===== config.mk =====
export PLATFORM = sky130hd
export DESIGN_NAME = debug_scanout
export DESIGN_NICKNAME = d
export VERILOG_FILES = /design/src/rtl/debug_scanout.sv
export SDC_FILE = /design/constraint.sdc
export NUM_CORES = 1
export LEC_CHECK = 0
export CORE_MARGIN = 2
export CORE_UTILIZATION = 47
export CTS_CLUSTER_SIZE = 25
export DETAILED_ROUTE_END_ITERATION = 10
export HOLD_SLACK_MARGIN = 0.02
export PLACE_DENSITY_LB_ADDON = 0.05
export SLEW_MARGIN = 5
export SYNTH_ARGS = -nofsm -noshare
export SYNTH_HDL_FRONTEND = slang
export SYNTH_SLANG_ARGS = --single-unit

===== constraint.sdc =====
create_clock -name debug_clk -period 5.99 [get_ports debug_clk]
set_input_delay 0.8985 -clock debug_clk [delete_from_list [all_inputs] [get_ports debug_clk]]
set_output_delay 0.8985 -clock debug_clk [all_outputs]
set_load 0.005 [all_outputs]

===== src/rtl/debug_scanout.sv =====
// debug_scanout: snapshots tag status and shifts it out as a 45-bit serial debug frame
module debug_scanout (
    input  logic        debug_clk,
    input  logic        reset,
    input  logic        scan_en,
    input  logic [11:0] status,
    input  logic [11:0] rx_cmd,
    input  logic        pkt_event,
    output logic        debug_out,
    output logic        frame_active,
    output logic        frame_done
);
    typedef enum logic [2:0] {IDLE, HDR, PAY, PAR, GAP} state_t;
    state_t      state;
    logic [5:0]  k;
    logic [1:0]  g;
    logic [3:0]  seq;
    logic [7:0]  pkt_cnt;
    logic [35:0] snap;
    logic        s1, s2, s3;
    logic [44:0] frame;
    logic        rise, capture;
    assign frame   = {8'hA5, snap, ^snap};
    assign rise    = s2 & ~s3;
    assign capture = (state == IDLE) && scan_en;
    // two-flop synchronizer for pkt_event plus a delay flop for edge detection
    always_ff @(posedge debug_clk or posedge reset) begin
        if (reset) begin
            s1 <= 1'b0;
            s2 <= 1'b0;
            s3 <= 1'b0;
        end else begin
            s1 <= pkt_event;
            s2 <= s1;
            s3 <= s2;
        end
    end
    // saturating packet counter; an edge landing on the capture cycle belongs to the next frame
    always_ff @(posedge debug_clk or posedge reset) begin
        if (reset)
            pkt_cnt <= 8'd0;
        else if (capture)
            pkt_cnt <= {7'd0, rise};
        else if (rise && pkt_cnt != 8'hFF)
            pkt_cnt <= pkt_cnt + 8'd1;
    end
    // frame sequencer: k is the index of the bit currently on debug_out
    always_ff @(posedge debug_clk or posedge reset) begin
        if (reset) begin
            state        <= IDLE;
            k            <= 6'd0;
            g            <= 2'd0;
            seq          <= 4'd0;
            snap         <= 36'd0;
            debug_out    <= 1'b0;
            frame_active <= 1'b0;
            frame_done   <= 1'b0;
        end else begin
            case (state)
                IDLE: begin
                    debug_out <= capture;
                    if (capture) begin
                        snap         <= {seq, status, rx_cmd, pkt_cnt};
                        seq          <= seq + 4'd1;
                        k            <= 6'd0;
                        frame_active <= 1'b1;
                        state        <= HDR;
                    end
                end
                HDR, PAY, PAR: begin
                    if (k == 6'd44) begin
                        state        <= GAP;
                        debug_out    <= 1'b0;
                        frame_active <= 1'b0;
                        frame_done   <= 1'b1;
                        g            <= 2'd0;
                    end else begin
                        k         <= k + 6'd1;
                        debug_out <= frame[6'd43 - k];
                        state     <= k < 6'd7 ? HDR : k < 6'd43 ? PAY : PAR;
                    end
                end
                GAP: begin
                    frame_done <= 1'b0;
                    g          <= g + 2'd1;
                    if (g == 2'd3)
                        state <= IDLE;
                end
                default: state <= IDLE;
            endcase
        end
    end
endmodule


; ---- Yosys cells after proc, flatten, opt, wreduce, memory -nomap -nowiden
; Cells that the tools add are included.
[word_totals]
rom_bits = 0
latch_bits = 0
ramBits = 0
mem_count = 0
input_bits = 28
out_inout_bits = 3
ff_bits = 65
[classes]
muxes = 22
n_shift = 0
div = 0
n_eq_ne = 11
mul = 0
n_reduce_logical = 13
order_cmp = 3
addsub = 5
bitwise = 2
[op_table]
columns = operator, count
row1 = 36-bit parity, 1
row2 = 8-bit 2-to-1 mux, 2
row3 = 6-bit 2-to-1 mux, 2
row4 = 6-bit one-hot mux with 2 select lines, 1
row5 = 3-bit 2-to-1 mux, 3
row6 = 3-bit one-hot mux with 3 select lines, 1
row7 = 8-bit by 1-bit adder with 8-bit output (second input constant), 1
row8 = 2-bit inequality test (second input constant), 4
row9 = 8-bit inequality test (second input constant), 1
row10 = 6-bit by 7-bit < comparator with 1-bit output (second input constant), 1
row11 = 6-bit by 1-bit adder with 6-bit output (second input constant), 1
row12 = 1-bit binary-select mux with 6-bit select, 1
row13 = 3-bit by 2-bit == test with 1-bit output (second input constant), 2
row14 = 6-bit == test (second input constant), 1
row15 = 6-bit by 3-bit < comparator with 1-bit output (second input constant), 1
row16 = 6-bit < comparator (second input constant), 1
row17 = 1-bit 2-to-1 mux, 6
row18 = 1-bit one-hot mux with 2 select lines, 3
row19 = 2-bit AND reduction, 3
row20 = 3-bit AND reduction, 2
row21 = 2-bit nonzero test, 3
row22 = 6-bit subtractor (first input constant), 1
row23 = 4-bit by 1-bit adder with 4-bit output (second input constant), 1
row24 = 2-bit 2-to-1 mux, 2
row25 = 10 further kinds, 11

; ---- Depth between registers and ports, before layout
[depth]
depth_word = 5
ltp_mapped = 10
ltp_nobuf = 7

; ---- Worst setup path before layout
; Ideal clock, no wire load.
[synth_timing]
kind = register -> register
startpoint = register k[1]
endpoint = register k[5]
period_less_slack_ns = 2.118
path_stages_with_launch = 10
arrival_time_ns = 2.040
path_slack_ns = 3.872
path_buffers = 2
path_cell_list = dfrtp_1 -> clkbuf_1 -> inv_1 -> ha_1 -> nand4b_1 -> and2_1 -> clkbuf_1 -> nand4_1 -> or3_1 -> a21oi_1
[synth_via]
elab_chain_len = 3
elab_cells_between_ends = 6
cone_classes = 1 x add/sub / 2 x eq/ne / 2 x mux / 1 x reduce/logical
[synth_rtl]
columns = item, line_no
row1 = from (decl), 15  ; logic [5:0] k;
row2 = from (signal assigned), 78  ; k <= k + 6'd1;
row3 = 6-bit by 1-bit adder with 6-bit output or 6-bit == test (tied branches), "78, 71"
row4 = 6-bit 2-to-1 mux or 2-bit inequality test (tied branches), n/a
row5 = 6-bit one-hot mux with 2 select lines or 3-bit AND reduction (tied branches), n/a
; Several ways; a longest one is shown, not always the timed one. The select of a mux whose other input is x is not followed.
; A chain may end at the register's enable or synchronous reset.

; ---- Final worst setup path
[layout_timing]
startpoint = register k[0]
endpoint = register debug_out
[layout_via]
elab_chain_len = 5
elab_cells_between_ends = 6
cone_classes = 1 x add/sub / 1 x eq/ne / 4 x mux
[layout_rtl]
columns = item, line_no
row1 = 6-bit subtractor, 79  ; debug_out <= frame[6'd43 - k];
row2 = 1-bit binary-select mux with 6-bit select, 79
row3 = 1-bit 2-to-1 mux (implied by the code), 79
row4 = 1-bit 2-to-1 mux *, 71  ; if (k == 6'd44) begin
row5 = 1-bit one-hot mux with 2 select lines *, 59  ; case (state)
row6 = to (signal assigned), 61  ; debug_out <= capture;
row7 = to (signal assigned), 79
row8 = to (decl), 9  ; output logic debug_out,
; Every way passes the cells marked *; elsewhere a longest branch is shown, timed or not. The select of a mux whose other input is x is not followed.

==> flow_summary.toml <==
[critical_path]
slowest_delay_ns = 0.85
worstPathRequired_ns = 6.21
crit_chain = "mux4_1 -> mux4_2 -> nand2_1 -> nand3_1 -> nor3_1 -> a21oi_1"
critPathLaunchType = "register"
end_kind = "register"
arrival_ns = 2.75
critPathKind = "register to register"
path_max_fanout = 18
slowest_stage = "dfrtp_1"

[sta]
rsz0062_at_grt = "false"
fin_crit_sh_pct = 42.26
tightestPinTransition_ns = 0.8170
hold_viol_final = 0
final-max-slew-violation-count = 0
fin_skew_ns = 0.005215
fin_crit_ns = 2.531
fmax_mhz = 395.1
max_slew_margin_pct = 45.53
final-setup-viol-count = 0
setup_tns_ns = 0

[die]
die_w_microns = 88.78
coreArea_sq_um = 6869
initial_utilization_pct = 49.18
ios = 31
die_h_microns = 88.78
placementRows = 30
dieArea_sq_um = 7882

[place]
io_buffer_count = 30
gp_congestion = 0.7942
dpl.hpwl_mm = 4.269

[detailed_routing]
ant_nets = 0
firstDrtPassIters = 4
via_per_inst = 5.061
vias = 2419
wirelength_mm = 6.498
wl_per_cell_microns = 13.59
drc = 0
first_iter_violations = 99

[clocking]
cts_buffers = 9
clk_latency_ns = 0.33
cts_tree = "built"
cts-root-buf = "clkbuf_8"
cts_buffer_depth = 2
cts.sinks = 65
htree_levels = 3
clk_pin_slew_ns = 0.07
cts_resized = 0
post-cts-setup-buffer-count = 0
cts.hold.buffers_added = 0

[cells_and_area]
drive_gt1_share_pct = 6.545
antenna_cells = 0
syn_to_final_growth_pct = 17.93
fin_util_pct = 58.00
num-nets-final = 414

[global_route]
grt_pass1_vias = 2400
grt_first_pass_wirelength_mm = 11.48
antenna_found_initial = 0
grt_max_degree = 66
grt_usage_pct = 18.98
grt_overflow = 0

[logic_synthesis]
syn_nets = 385
yosysWarnings = 0
ys_seq_area_share_pct = 48.15
synth_cells = 348
postSynthAreaPerCell_sq_um = 9.708
synth_cell_type_count = 37
syn_area_sq_um = 3378
ys_ff_latch = 65

[power_and_ir_drop]
power_leakage_nw = 1.877
p_per_area_nw_per_um2 = 546.3
irDropWorstVdd_v = 0.0002530

[status]
outcome = "finished clean"

[flow_run]
drv_cap = 0

[hold_path]
hold_path.class = "register to register"
-- Yosys cell counts (all sizes together) --
cell / count / share of area (%)
inv: 5 / 0.56
nand2: 128 / 14
a21oi: 8 / 1.2
or3: 4 / 0.74
xnor2: 33 / 8.6
buf: 2 / 0.48
nor2b: 2 / 0.37
a2111oi: 1 / 0.26
nand3b: 1 / 0.22
o31ai: 1 / 0.22
dfrtp: 65 / 48
mux4: 9 / 6.7
nor2: 13 / 1.4
a221oi: 1 / 0.26
o211ai: 1 / 0.22
ha: 9 / 3.3
clkinv: 1 / 0.11
nand4b: 1 / 0.26
nor3: 1 / 0.15
o221ai: 1 / 0.26
nor4b: 1 / 0.44
mux2i: 4 / 1.2
clkbuf: 13 / 1.4
o21a: 2 / 0.44
a211o: 1 / 0.26
a22oi: 1 / 0.22
o21ai: 10 / 1.5
a21bo: 1 / 0.30
xnor3: 2 / 1.3
a31oi: 1 / 0.19
nand4: 5 / 0.93
nand3: 9 / 1.3
xor2: 9 / 2.3
o2bb2ai: 1 / 0.26
and2: 1 / 0.19
-- layout make-up --
class	count	area, sq um
well taps	96	120.1
clock buffers	9	123.9
multi-input cells	262	1673
flip-flops and latches	65	1627
fillers	646	2885
repair buffers	33	322.8
inverters	6	22.52
clock inverters	7	95.09
-- critical path: cells and delay by family (launching register included) --
kind / cells / cell delay, ns
flops: 1 / 0.85
simple gates: 3 / 0.37
mux: 2 / 1.11
compound gates: 1 / 0.08
-- path summary, 6_finish.rpt --
kind                       start   endpoint  slack, ns  cells past startpoint
max                         k[0]  debug_out       3.46                      6
min in group asynchronous  reset         s1       1.10                      3
min                           s1         s2       0.35                      0
min reg2reg                   s1         s2       0.35                      0
max reg2reg                 k[0]  debug_out       3.46                      6
max in group asynchronous  reset    snap[3]       4.33                      3
-- where the power goes --
| group | leakage (nW) | internal, mW | switching [mW] | total [mW] |
|---|---|---|---|---|
| registers | 0.830 | 0.586 | 0.194 | 0.780 |
| clock network | 0.109 | 0.234 | 0.174 | 0.408 |
| logic | 0.938 | 0.579 | 0.410 | 0.988 |
-- cells in the final DEF, fill, tap and decap left out, types with 6 or more instances in the layout --
| cell | instances |
|---|---|
| a21oi_1 | 8 |
| ha_1 | 9 |
| nand2_1 | 128 |
| xor2_1 | 9 |
| o21ai_0 | 10 |
| xnor2_1 | 33 |
| mux4_1 | 6 |
| clkbuf_8 | 9 |
| nor2_1 | 13 |
| dfrtp_1 | 65 |
| clkdlybuf4s50_1 | 30 |
| nand3_1 | 9 |
-- per-layer routing --
metal  track usage, %  vias to the layer above  routed length (microns)
met5                0                        -                        0
met4            3.719                        0                       55
met3            5.597                        5                      235
met2            31.28                       38                     3068
met1            25.15                     1165                     3139
li1                 -                     1211                        -
-- stage by stage --
step           worst slack, ns  cells  area (sq um)  hold slack, ns  power (mW)
6_report                 3.459    478          3984          0.3539       2.176
3_3_place_gp             3.450    462          3765          0.3373       1.767
2_1_floorplan            3.465    348          3378          0.3312       1.584
4_1_cts                  3.456    478          3984          0.3578       2.208
3_5_place_dp             3.423    462          3765          0.3395       1.782
5_1_grt                  3.302    478          3984          0.3835       2.340
-- logic make-up (layout without fill, tap and decap cells) --
kind of cell	after synthesis	in the layout	share of synthesized area, %
adder cells (fa/ha/maj)	9	9	3.333
AND/OR/NAND/NOR	166	166	20.30
AO/OA/AOI/OAI	30	30	5.556
multiplexers	13	13	7.852
flip-flops	65	65	48.15
XOR/XNOR	44	44	12.22
buffers and inverters	21	55	2.592
-- sequential cells by signal, summed over array words and instances (netlist names) --
register,flops
debug_out,1
frame_active,1
frame_done,1
g,2
k,6
pkt_cnt,8
s1,1
s2,1
s3,1
seq,4
snap,36
state,3
No activity file was read; power rests on OpenSTA's default activity.
